`config.mk`:
```
export PLATFORM = sky130hd
export DESIGN_NAME = bram_port_arbiter
export DESIGN_NICKNAME = d
export VERILOG_FILES = /design/src/rtl/bram_port_arbiter.sv
export SDC_FILE = /design/constraint.sdc
export NUM_CORES = 1
export LEC_CHECK = 0
export ABC_AREA = 0
export CAP_MARGIN = 10
export CELL_PAD_IN_SITES_DETAIL_PLACEMENT = 0
export CELL_PAD_IN_SITES_GLOBAL_PLACEMENT = 1
export CORE_UTILIZATION = 23
export CTS_CLUSTER_SIZE = 40
export DETAILED_ROUTE_END_ITERATION = 8
export PLACE_DENSITY = 0.9
export REMOVE_ABC_BUFFERS = 1
export SLEW_MARGIN = 20
export SYNTH_ARGS = -nofsm -noshare
export SYNTH_HDL_FRONTEND = slang
export SYNTH_SLANG_ARGS = --single-unit
```
`constraint.sdc`:
```
create_clock -name i_sys_clk -period 2.9 [get_ports i_sys_clk]
set_input_delay 0.725 -clock i_sys_clk [delete_from_list [all_inputs] [get_ports i_sys_clk]]
set_output_delay 0.725 -clock i_sys_clk [all_outputs]
set_load 0.01 [all_outputs]
```
`src/rtl/bram_port_arbiter.sv`:
```
`default_nettype none
// ============================================================================
// bram_port_arbiter: two requesters share one BRAM port; reads routed back by tag
// Rev 1.0
// ============================================================================
module bram_port_arbiter #(
  parameter int NB_BRAM_DLY = 2,
  parameter int WD_BRAM_ADR = 8,
  parameter int WD_BRAM_DAT = 32,
  parameter int NB_ARB_MODE = 0
) (
  input  logic                   i_sys_clk,
  input  logic                   i_sys_rst,
  input  logic                   i_cfg_hold,
  input  logic                   s_req0_vld,
  output logic                   s_req0_rdy,
  input  logic                   s_req0_wen,
  input  logic [WD_BRAM_ADR-1:0] s_req0_adr,
  input  logic [WD_BRAM_DAT-1:0] s_req0_dat,
  output logic                   m_rsp0_vld,
  output logic [WD_BRAM_DAT-1:0] m_rsp0_dat,
  input  logic                   s_req1_vld,
  output logic                   s_req1_rdy,
  input  logic                   s_req1_wen,
  input  logic [WD_BRAM_ADR-1:0] s_req1_adr,
  input  logic [WD_BRAM_DAT-1:0] s_req1_dat,
  output logic                   m_rsp1_vld,
  output logic [WD_BRAM_DAT-1:0] m_rsp1_dat,
  output logic                   m_bram_ena,
  output logic                   m_bram_wea,
  output logic [WD_BRAM_ADR-1:0] m_bram_addra,
  output logic [WD_BRAM_DAT-1:0] m_bram_dina,
  input  logic [WD_BRAM_DAT-1:0] m_bram_douta,
  output logic                   o_busy
);

  logic                   w_prio0;
  logic                   w_gnt0;
  logic                   w_gnt1;
  logic                   w_acc;
  logic                   w_wen;
  logic [WD_BRAM_ADR-1:0] w_adr;
  logic [WD_BRAM_DAT-1:0] w_dat;
  logic                   last_d;

  logic                   last_q;
  logic                   ena_q;
  logic                   wea_q;
  logic                   id_q;
  logic [WD_BRAM_ADR-1:0] addr_q;
  logic [WD_BRAM_DAT-1:0] din_q;
  logic [NB_BRAM_DLY-1:0] tag_vld_q;
  logic [NB_BRAM_DLY-1:0] tag_id_q;

  // last_q = 1 means req1 was granted most recently, so req0 wins the next tie
  assign w_prio0 = (NB_ARB_MODE == 1) || !s_req1_vld || last_q;
  assign w_gnt0  = !i_cfg_hold && s_req0_vld && w_prio0;
  assign w_gnt1  = !i_cfg_hold && s_req1_vld && !w_gnt0;
  assign w_acc   = w_gnt0 || w_gnt1;
  assign w_wen   = w_gnt1 ? s_req1_wen : s_req0_wen;
  assign w_adr   = w_gnt1 ? s_req1_adr : s_req0_adr;
  assign w_dat   = w_gnt1 ? s_req1_dat : s_req0_dat;
  assign last_d  = w_acc ? w_gnt1 : last_q;

  assign s_req0_rdy = w_gnt0;
  assign s_req1_rdy = w_gnt1;

  always_ff @(posedge i_sys_clk or posedge i_sys_rst) begin
    if (i_sys_rst) begin
      last_q    <= 1'b1;
      ena_q     <= 1'b0;
      wea_q     <= 1'b0;
      id_q      <= 1'b0;
      addr_q    <= '0;
      din_q     <= '0;
      tag_vld_q <= '0;
      tag_id_q  <= '0;
    end else begin
      last_q <= last_d;
      ena_q  <= w_acc;
      wea_q  <= w_acc && w_wen;
      if (w_acc) begin
        id_q   <= w_gnt1;
        addr_q <= w_adr;
        din_q  <= w_dat;
      end
      // The port register acts as the first tag stage; the last stage lines up with douta
      tag_vld_q[0] <= ena_q && !wea_q;
      tag_id_q[0]  <= id_q;
      for (int i = 1; i < NB_BRAM_DLY; i++) begin
        tag_vld_q[i] <= tag_vld_q[i-1];
        tag_id_q[i]  <= tag_id_q[i-1];
      end
    end
  end

  assign m_bram_ena   = ena_q;
  assign m_bram_wea   = wea_q;
  assign m_bram_addra = addr_q;
  assign m_bram_dina  = din_q;

  assign m_rsp0_vld = tag_vld_q[NB_BRAM_DLY-1] && !tag_id_q[NB_BRAM_DLY-1];
  assign m_rsp1_vld = tag_vld_q[NB_BRAM_DLY-1] &&  tag_id_q[NB_BRAM_DLY-1];
  assign m_rsp0_dat = m_rsp0_vld ? m_bram_douta : '0;
  assign m_rsp1_dat = m_rsp1_vld ? m_bram_douta : '0;

  assign o_busy = ena_q || (|tag_vld_q);

endmodule
`default_nettype wire
```
==> results_dict.tcl, run 1 <==
set metrics [dict create \
    postCtsSetupBuffers 0 \
    fp.dieH_um 107 \
    cts_sinks 48 \
    slew_violations 0 \
    io_pins 230 \
    synth_area_um2 2540 \
    setup_tns_ns 0 \
    slowest_stage "clkdlybuf4s50_1" \
    gp_congestion 0.737 \
    slowest_delay_ns 0.55 \
    place_area_um2 4940 \
    grt_max_degree 49 \
    cts.reportedPaths.clkPinSlew_ns 0.08 \
    port_buffers 229 \
    drtPass1Iterations 4 \
    regArea_um2 1200 \
    worst_pin_slew_ns 0.604 \
    antenna_left 0 \
    antenna_found_initial 0 \
    dieArea_um2 11500 \
    dp_slack_ns 0.00307 \
    cp.required_ns 2.17 \
    ys_top_cells_by_area "dfrtp_1 46%, and3_1 17%, a221o_1 16%" \
    hold_violations 0 \
    cts-resized-gates 1 \
    instances_no_fill 596 \
    maxCapViolCount 0 \
    timing.critical_path.buf_inv 2 \
    rows 38 \
    path_class "primary input to output port" \
    netlist_top_cells_count "69 x and3_1, 47 x dfrtp_1, 40 x a221o_1, 34 x and2_1, 13 x clkbuf_1" \
    skew_ns 0.00732 \
    avgSynthCellArea_um2 10.9 \
    yosysTopAreaCellShare 0.462 \
    synth-seq-cells 48 \
    drt_iter0_markers 160 \
    ys_seq_area_frac 0.473 \
    min_period_ns 2.86 \
    fmax_mhz 350 \
    crit_path_end_kind "output port" \
    dp.cells 588 \
    drt_wl_total_um 9400 \
    ctsHoldBuffers 0 \
    cp_max_fo 6 \
    power.density_nw_per_um2 432 \
    yosys.area.top_type "dfrtp_1" \
    synth_edf_count 0 \
    power_leakage_nw 2.27 \
    async_flop_share 1.00 \
    hp-class "flop to flop" \
    maxSlewHeadroom 0.597 \
    num_vias 2802 \
    synthMostInstantiatedCell "and3_1" \
    grt_pass1_vias 2849 \
    grt.total_usage 0.162 \
    r2r-start "last_q" \
    fin_ws_ns 0.0434 \
    vdd_drop_max_v 0.000260 \
    ys.flop_type "dfrtp_1" \
    cp-start-kind "primary input" \
    insertion_delay_ns 0.30 \
    rsz0062_at_grt "false" \
    cts_tree "done" \
    diodes 0 \
    min_period_over_period 0.985 \
    ys_warn_count 0 \
    syn_to_final_growth_pct 99.6 \
    synth.distinct_cells 21 \
    grt_pass1_wl_um 14400 \
    drc_errors 0 \
    clockRootBuffer "clkbuf_8" \
    arrival_ns 2.13 \
    dieWidth_um 107 \
    path_delay_family "buffers and inverters" \
    final_area_um2 5080 \
    wire_per_inst_um 15.8 \
    syn_inst 234 \
    h-tree-depth 2 \
    vias_per_cell 4.70 \
    status "finished, final reports clean" \
    critPathLaunch "s_req0_vld" \
    design.core.area_um2 10800 \
    multiInputGateArea_um2 1180 \
    fillers 1016 \
    crit_top_cell "clkdlybuf4s50_1" \
    drive_gt1_frac 0.0614 \
    clockBufferDepth 2 \
    crit_chain "clkdlybuf4s50_1, nand2_4, and2_1, clkdlybuf4s50_1" \
    cts_made_buffers 5 \
    dp_hpwl_um 7170 \
    hp-start "tag_id_q[0]" \
    start_util 0.236 \
    setup_viol 0 \
    fin_nets 574 \
    grt_overflow 0 \
]
## final timing paths
| path | endpoint | slack [ns] | cells past startpoint |
|---|---|---|---|
| min | tag_id_q[1] | 0.37 | 0 |
| max | s_req1_rdy | 0.04 | 4 |
| max reg2reg | m_bram_dina[3] | 1.39 | 4 |
| min in group asynchronous | m_bram_dina[18] | 0.89 | 3 |
| max in group asynchronous | tag_vld_q[1] | 1.58 | 3 |
| min reg2reg | tag_id_q[1] | 0.37 | 0 |
## area by class of cell
cell class | instances | area share
clock buffers | 6 | 0.0143
clock inverters | 2 | 0.0118
inverters | 2 | 0.00148
multi-input cells | 158 | 0.233
flip-flops and latches | 48 | 0.237
well taps | 140 | 0.0345
repair buffers | 240 | 0.468
## sequential cells by signal, indices dropped and copies added, names as in the netlist
| signal | cells |
|---|---|
| m_bram_dina | 32 |
| m_bram_addra | 8 |
| tag_id_q | 2 |
| tag_vld_q | 2 |
| id_q | 1 |
| last_q | 1 |
| m_bram_ena | 1 |
| m_bram_wea | 1 |
## stage by stage
step,utilization,total power [mW],hold slack (ns)
2_1_floorplan,-,1.11,0.331
3_3_place_gp,0.458,1.63,0.343
3_5_place_dp,0.458,1.64,0.362
4_1_cts,0.470,2.22,0.380
5_1_grt,0.470,2.30,0.394
6_report,0.470,2.19,0.374
## metal layers
metal,vias to the layer above,global-route usage,share of wire
met3,12,0.0565,0.12
li1,1325,-,-
met4,0,0.0636,0.022
met1,1297,0.172,0.37
met5,-,0,0
met2,168,0.291,0.49
## kinds of logic (layout without fill, tap and decap cells)
| group | count (synthesis) | count (layout) | share of synthesized area |
|---|---|---|---|
| DFF | 48 | 48 | 0.473 |
| and+or+nand+nor | 112 | 112 | 0.281 |
| buffers and inverters | 28 | 250 | 0.0625 |
| AOI/OAI and AO/OA | 46 | 46 | 0.183 |
## worst register-to-register path, cell delays in order, from the launching register on
cell	delay (ns)
dfstp_2	0.56
nand2_4	0.08
a21oi_4	0.14
buf_4	0.40
a221o_1	0.25
## power breakdown
part	internal, mW	switching (mW)	total (mW)	leakage (nW)
Sequential	0.770	0.0672	0.837	0.575
Clock	0.345	0.226	0.571	0.0654
Combinational	0.493	0.290	0.783	1.63
## cell usage in the layout, fill, tap and decap left out, types with 2 or more instances in the layout
cell               n
clkdlybuf4s50_1  227
and3_1            69
dfrtp_1           46
a221o_1           40
and2_1            34
buf_4             11
clkbuf_8           5
and3_2             3
nor2b_1            2
bufinv_16          2
No activity file was read; power rests on OpenSTA's default activity.
==> run 2, diff against run 1 <==
--- a/config.mk
+++ b/config.mk
@@ -9,12 +9,13 @@
 export CAP_MARGIN = 10
 export CELL_PAD_IN_SITES_DETAIL_PLACEMENT = 0
 export CELL_PAD_IN_SITES_GLOBAL_PLACEMENT = 1
-export CORE_UTILIZATION = 23
+export CORE_UTILIZATION = 24
+export CTS_BUF_LIST = sky130_fd_sc_hd__clkbuf_8
 export CTS_CLUSTER_SIZE = 40
 export DETAILED_ROUTE_END_ITERATION = 8
-export PLACE_DENSITY = 0.9
+export PLACE_DENSITY = 0.93
 export REMOVE_ABC_BUFFERS = 1
-export SLEW_MARGIN = 20
+export SLEW_MARGIN = 15
 export SYNTH_ARGS = -nofsm -noshare
 export SYNTH_HDL_FRONTEND = slang
 export SYNTH_SLANG_ARGS = --single-unit
==> results_dict.tcl, run 2 (synthesis results as in run 1) <==
set metrics [dict create \
    status "finished, final reports clean" \
    cts_tree "done" \
    antenna_left 0 \
    drive_gt1_frac 0.0593 \
    fin_nets 573 \
    maxCapViolCount 0 \
    dieWidth_um 105 \
    grt.total_usage 0.165 \
    grt_pass1_wl_um 14800 \
    drt_wl_total_um 9250 \
    syn_to_final_growth_pct 97.6 \
    grt_overflow 0 \
    diodes 0 \
    gp_congestion 0.840 \
    hold_slack_ns 0.372 \
    hp-start "tag_id_q[0]" \
    r2r_end "m_bram_dina[22]" \
    vdd_drop_max_v 0.000253 \
    fmax_mhz 355 \
    vias_per_cell 4.76 \
    r2r.worst_path.cells 4 \
    arrival_ns 2.09 \
    drc_errors 0 \
    power_leakage_nw 2.24 \
    insertion_delay_ns 0.30 \
    largest_register_ffs 32 \
    final_area_um2 5030 \
    rsz0062_at_grt "false" \
    io_pins 230 \
    min_period_ns 2.82 \
    hold_path_end "tag_id_q[1]" \
    cts_made_buffers 5 \
    design.core.area_um2 10300 \
    min_period_over_period 0.971 \
    postCtsSetupBuffers 0 \
    hold_violations 0 \
    final_cell_mix "228 x clkdlybuf4s50_1, 69 x and3_1, 47 x dfrtp_1, 40 x a221o_1, 34 x and2_1" \
    crit_path_end_kind "output port" \
    port_buffers 229 \
    cts.reportedPaths.clkPinSlew_ns 0.09 \
    cp-start-kind "primary input" \
    worst_pin_slew_ns 0.607 \
    antenna_found_initial 0 \
    path_class "primary input to output port" \
    cts_sinks 48 \
    start_util 0.248 \
    place_area_um2 4930 \
    fp.dieH_um 105 \
    clockBufferDepth 2 \
    maxSlewHeadroom 0.595 \
    grt_pass1_vias 2857 \
    power.density_nw_per_um2 407 \
    r2r-start "last_q" \
    cp_max_fo 2 \
    whs_path_depth 0 \
    r2r_slack_ns 1.38 \
    grt_max_degree 49 \
    num_vias 2814 \
    cp.required_ns 2.17 \
    wire_per_inst_um 15.7 \
    h-tree-depth 2 \
    drtPass1Iterations 4 \
    dieArea_um2 11000 \
    drt_iter0_markers 193 \
    clockRootBuffer "clkbuf_8" \
    dp_hpwl_um 7160 \
    skew_ns 0.0119 \
    hp-class "flop to flop" \
    setup_viol 0 \
    layout_commonest_cell "clkdlybuf4s50_1" \
    slew_violations 0 \
    rows 37 \
]
-- run 2: cell count changes in the layout (fill, tap and decap cells not counted), sizes merged --
cell | previous run | this run
clkinvlp | 0 | 2
dlymetal6s2s | 1 | 0
clkdlybuf4s50 | 227 | 228
buf | 11 | 10
bufinv | 2 | 0
-- run 2: metrics by stage --
step	cells	worst slack [ns]	utilization	setup TNS [ns]	total power, mW
after floorplan	208	0.365	-	0	1.11
after global placement	583	0.0135	0.480	0	1.63
after detailed placement	583	-0.0243	0.480	-0.0243	1.64
after CTS	591	0.0738	0.489	0	2.07
after global routing	591	0.0281	0.489	0	2.16
final	591	0.0835	0.489	0	2.05
-- run 2: where the power goes --
part | switching [mW] | internal (mW)
Combinational | 0.291 | 0.493
Clock | 0.234 | 0.194
Sequential | 0.0660 | 0.770
-- run 2: final cells by class --
class                      count  area [µm²]
clock buffer                   6        82.6
clock inverter                 2        15.0
fill                         980        5250
inverter                       2        7.51
multi-input combinational    158        1180
sequential                    48        1200
tap                          136         170
timing repair buffer         239        2370
-- run 2: worst max-delay path by stage --
stage	depth (start not counted)	endpoint	start	slack, ns
4_1_cts	4	s_req0_rdy	i_cfg_hold	0.07
2_1_floorplan	2	m_rsp0_dat[0]	tag_vld_q[1]	0.36
3_5_place_dp	4	s_req1_rdy	s_req1_vld	-0.02
6_report	5	s_req0_rdy	s_req1_vld	0.08
5_1_grt	4	s_req0_rdy	i_cfg_hold	0.03
3_3_place_gp	4	s_req1_rdy	s_req1_vld	0.01
-- run 2: timing repair --
item	in CTS	in global routing
hold buffers	0	0
setup endpoints to repair	1	0
gates resized for setup	1	0
-- run 2: metal layers --
| layer | wire [µm] | vias to the layer above | part of all wire | track usage |
|---|---|---|---|---|
| li1 | - | 1323 | - | - |
| met1 | 3790 | 1328 | 0.41 | 0.198 |
| met2 | 4560 | 154 | 0.49 | 0.295 |
| met3 | 777 | 9 | 0.084 | 0.0430 |
| met4 | 121 | 0 | 0.013 | 0.0382 |
| met5 | 0 | - | 0 | 0 |
-- run 2: worst max-delay path, cell delays in order --
cell	delay [ns]
clkdlybuf4s50_1	0.49
buf_4	0.13
o21bai_4	0.07
a21oi_4	0.12
clkdlybuf4s50_1	0.55
